**src/rtl/serial_pkg.sv**
```systemverilog
// Shared types and limits for the bit-serial adder.
package serial_pkg;

  typedef enum logic [1:0] {
    IDLE = 2'd0,
    RUN  = 2'd1,
    DONE = 2'd2
  } state_t;

  localparam int WIDTH_MAX = 32;

endpackage

```
**src/rtl/full_adder_bit.sv**
```systemverilog
// Combinational 1-bit full adder built from two half-adder stages plus an OR.
module full_adder_bit (
  input  logic a,
  input  logic b,
  input  logic ci,
  output logic s,
  output logic co
);

  logic hs;
  logic hc1;
  logic hc2;

  assign hs  = a ^ b;
  assign hc1 = a & b;
  assign s   = hs ^ ci;
  assign hc2 = hs & ci;
  assign co  = hc1 | hc2;

endmodule

```
**src/rtl/serial_adder.sv**
```systemverilog
// Bit-serial WIDTH-bit adder: one operand bit pair per cycle, LSB first,
// with a start/busy/done handshake and a registered sum/cout.
module serial_adder
  import serial_pkg::*;
#(
  parameter int WIDTH = 8
) (
  input  logic             clk,
  input  logic             rst_n,
  input  logic             start,
  input  logic [WIDTH-1:0] a,
  input  logic [WIDTH-1:0] b,
  input  logic             cin,
  output logic             busy,
  output logic             done,
  output logic [WIDTH-1:0] sum,
  output logic             cout
);

  // state | meaning
  // IDLE  | waiting for start
  // RUN   | one bit pair per edge, count = bits already processed
  // DONE  | one-cycle done pulse; start here re-launches immediately
  localparam int CNT_W = (WIDTH > 1) ? $clog2(WIDTH) : 1;

  state_t           state;
  state_t           state_next;
  logic             load;
  logic             last;
  logic [WIDTH-1:0] a_sh;
  logic [WIDTH-1:0] b_sh;
  logic [WIDTH-1:0] work;
  logic             carry;
  logic [CNT_W-1:0] count;
  logic             fa_s;
  logic             fa_co;

  full_adder_bit u_fa (
    .a  (a_sh[0]),
    .b  (b_sh[0]),
    .ci (carry),
    .s  (fa_s),
    .co (fa_co)
  );

  assign last = (count == CNT_W'(WIDTH - 1));

  always_ff @(posedge clk or negedge rst_n) begin
    if (!rst_n) state <= IDLE;
    else        state <= state_next;
  end

  always_comb begin
    state_next = state;
    busy       = 1'b0;
    done       = 1'b0;
    load       = 1'b0;
    case (state)
      IDLE: begin
        if (start) begin
          load       = 1'b1;
          state_next = RUN;
        end
      end
      RUN: begin
        busy = 1'b1;
        if (last) state_next = DONE;
      end
      DONE: begin
        done = 1'b1;
        if (start) begin
          load       = 1'b1;
          state_next = RUN;
        end else begin
          state_next = IDLE;
        end
      end
      default: state_next = IDLE;
    endcase
  end

  always_ff @(posedge clk or negedge rst_n) begin
    if (!rst_n) begin
      a_sh  <= '0;
      b_sh  <= '0;
      work  <= '0;
      carry <= 1'b0;
      count <= '0;
      sum   <= '0;
      cout  <= 1'b0;
    end else if (load) begin
      a_sh  <= a;
      b_sh  <= b;
      carry <= cin;
      count <= '0;
    end else if (state == RUN) begin
      a_sh  <= a_sh >> 1;
      b_sh  <= b_sh >> 1;
      carry <= fa_co;
      work  <= {fa_s, work[WIDTH-1:1]};
      count <= last ? '0 : count + CNT_W'(1);
      // The final bit goes straight into sum so the result is ready with done.
      if (last) begin
        sum  <= {fa_s, work[WIDTH-1:1]};
        cout <= fa_co;
      end
    end
  end

endmodule
```
**config.mk**
```make
export PLATFORM = sky130hd
export DESIGN_NAME = serial_adder
export DESIGN_NICKNAME = d
export VERILOG_FILES = /design/src/rtl/serial_pkg.sv /design/src/rtl/full_adder_bit.sv /design/src/rtl/serial_adder.sv
export SDC_FILE = /design/constraint.sdc
export NUM_CORES = 1
export LEC_CHECK = 0
export BUFFER_PORTS_ARGS = -buffer_cell sky130_fd_sc_hd__buf_2
export CAP_MARGIN = 25
export CORE_UTILIZATION = 47
export DETAILED_ROUTE_END_ITERATION = 16
export PLACE_DENSITY = 0.69
export SLEW_MARGIN = 20
export SYNTH_ARGS = -nofsm -noshare
export SYNTH_HDL_FRONTEND = slang
export SYNTH_SLANG_ARGS = --single-unit
```
**constraint.sdc**
```tcl
create_clock -name clk -period 4.1 [get_ports clk]
set_input_delay 0.41 -clock clk [delete_from_list [all_inputs] [get_ports clk]]
set_output_delay 0.41 -clock clk [all_outputs]
set_load 0.02 [all_outputs]
```
==> impl_results.md <==
- DP HPWL: 2270 µm
- Sequential share of the synthesized area: 0.551
- Clock transition at path regs: 110 ps
- WL met2: ~1500 µm
- Slew margin rel.: 0.445
- Critical path cell sequence: nand2b_4 > inv_2 > buf_2
- Layout fillers: 340
- # IOs: 31
- Vias: 1166
- Final Critical Period: 2330 ps
- Setup slack, reg-to-reg: 2120 ps
- Worst Slack Setup Final: 1770 ps
- Critical Path AT: 1920 ps
- Max layer used: met4
- Leakage power: ~0.94 nW
- RR Endpoint: sum[2]$_DFFE_PN0P_
- CTS tree: done
- First DRT Iteration DRCs: 64
- Pin count of the biggest net entering global routing: 39
- Post-Syn Area: between 0.0015 and 0.002 mm²
- Worst EP required: approximately 3700 ps
- Most frequent cells in the layout: dfrtp_1 (38), buf_2 (30), nand2_1 (21), nor2_1 (12), o22ai_1 (10)
- Ant diodes: 0
- Metal-1 WL: 1560 µm
- Clock Latency Late Sink: 340 ps
- Setup crit start kind: register
- # setup viols final: 0
- CTS Sinks: 38
- Slew @ Worst Pin: 833 ps
- Dominant synthesized flop cell: dfrtp_1
- Fin cells: 224
- Via density: roughly 5.2
- Synth async-reset ratio: 1.00
- Syn-to-layout area delta: 11.3%
- Drt total wl: 3250 µm
- CTS Buf Count: 5
- Fin. max-slew vios: 0
- CTS root buf: clkbuf_4
- Crit. End Element: output pin
- Library cells used by synthesis: 27
- WL/cell: 14.5 µm
- First-pass GRT wire length: 5660 µm
- Full die area: just under 0.004 mm²
- Initial antenna violation count: 0
- RSZ-0062 raised after global routing: no
- R2R cell count: 4
- CP max stage cell: dfrtp_1
- Die Wd: 62.6 µm
- Clock Skews: between 4 and 5 ps
- CP Class: register to output pin
- Dpl ws: ~2200 ps
- Row Count: 21
- Final hold violation count: 0
- Final period util: 0.567
- Worst R2R Start: state[0]$_DFFE_PN0P_
- Nets: 200
- Warnings from Yosys: 0
- Hold Buf Count CTS: 0
- Port bufs: 30
- EDFF count, synth: 0
- Gr ovfl total: 0
- CTS H-Tree Depth: 2
- DRC Markers: 0
- Fin Hold WS: 161 ps
- Metal3 WL: approximately 140 µm
- CP max FO: 20
- Register bit count reported by yosys: 38
- Pwr/cell area: 788 mW/mm²
- Outcome: completed
- DRT antenna net count: 0
- HP Class: input port to asynchronous set/reset pin
- Max-cap violations: 0
- Pre-antenna DRT Iters: 4
- Max Fclk: 0.430 GHz
- Worst-case clock buffer depth: 2
- Syn_area_per_cell: 11.6 µm²
- Total GRT Usage: 0.187
- Most common cell after layout, fill and taps aside: dfrtp_1
- TNS Setup: 0 ps
- Cts repair resizes: 0
- Die Y: 62.6 µm
- Initial Util: 0.505
- Max VDD drop: about 0.30 mV
- Syn Nets: 172
- Share of cells above drive strength 1: 0.303
- Core area: 0.00342 mm²
- CP max stage delay: 710 ps
- Number of global-route vias before repair: 1225
- Syn Inst Count: 149
- Setup Fix Bufs, Post-CTS: 0
- GPL Wtd Cong: 0.733
- Placed Cells: 216
==> Yosys cell counts, types with 4 or more instances <==
cell type	number	area share
nand2_1	21	0.046
a22o_1	5	0.025
buf_2	4	0.012
nor2_1	12	0.026
nor3_1	9	0.026
nor2b_1	6	0.022
o22ai_1	10	0.036
mux2i_1	5	0.029
dfrtp_1	38	0.55
mux2_4	9	0.078
a21oi_1	5	0.014
buf_6	4	0.026
a211oi_1	5	0.022
==> worst max-delay path by stage <==
| stage | from | to | slack, ps | cells past startpoint |
|---|---|---|---|---|
| global route | state[0]$_DFFE_PN0P_ | busy | 1630 | 3 |
| finish | state[0]$_DFFE_PN0P_ | busy | 1770 | 3 |
| floorplan | count[0]$_DFFE_PN0P_ | count[2]$_DFFE_PN0P_ | 2700 | 4 |
| CTS | state[0]$_DFFE_PN0P_ | busy | 1790 | 3 |
| detailed placement | state[0]$_DFFE_PN0P_ | sum[2]$_DFFE_PN0P_ | 2150 | 4 |
| global placement | state[0]$_DFFE_PN0P_ | busy | 2230 | 3 |
==> registers in the layout (all words and copies together) (netlist names) <==
name / count
a_sh: 8
b_sh: 8
sum: 8
work: 7
count: 3
state: 2
carry: 1
cout: 1
==> critical path, delay by kind of cell (launching register included) <==
kind / cells / cell delay (ps)
buffers and inverters: 2 / 620
DFF: 1 / 710
and+or+nand+nor: 1 / 250
==> through the flow <==
step	util	power (W)	cell area (µm²)
floorplan	-	0.00120	1730
global placement	0.545	0.00130	1860
detailed placement	0.545	0.00133	1860
CTS	0.563	0.00153	1920
global route	0.563	0.00163	1920
finish	0.563	0.00151	1920
==> power breakdown <==
group          internal, W  switching (W)  total, W  leakage, nW
clock network    0.0000832       0.000118  0.000201       0.0353
logic             0.000294       0.000326  0.000620        0.439
registers         0.000551       0.000142  0.000693        0.465
total             0.000928       0.000586   0.00151        0.939
==> final cells by class <==
type	count	area, µm²	area share
clock buffers	7	55.1	0.0286
multi-input cells	100	696	0.362
repair buffers	30	150	0.0781
flip-flops and latches	38	951	0.495
clock inverters	1	5.00	0.00260
inverters	2	7.51	0.00391
well taps	46	57.6	0.0299
==> routing by layer <==
layer / up-vias / GRT usage
met1: 569 / 0.229
met5: - / 0
met4: 0 / 0.0698
met3: 4 / 0.0474
met2: 22 / 0.317
li1: 571 / -
==> logic make-up (layout without fill, tap and decap cells) <==
family / after synthesis / after routing / synth area share
compound gates: 27 / 27 / 0.105
fa+ha+maj: 3 / 3 / 0.0261
buf+inv: 11 / 40 / 0.0464
flops: 38 / 38 / 0.551
mux: 15 / 15 / 0.114
simple gates: 55 / 55 / 0.158
(Power assumes the default switching activity.)
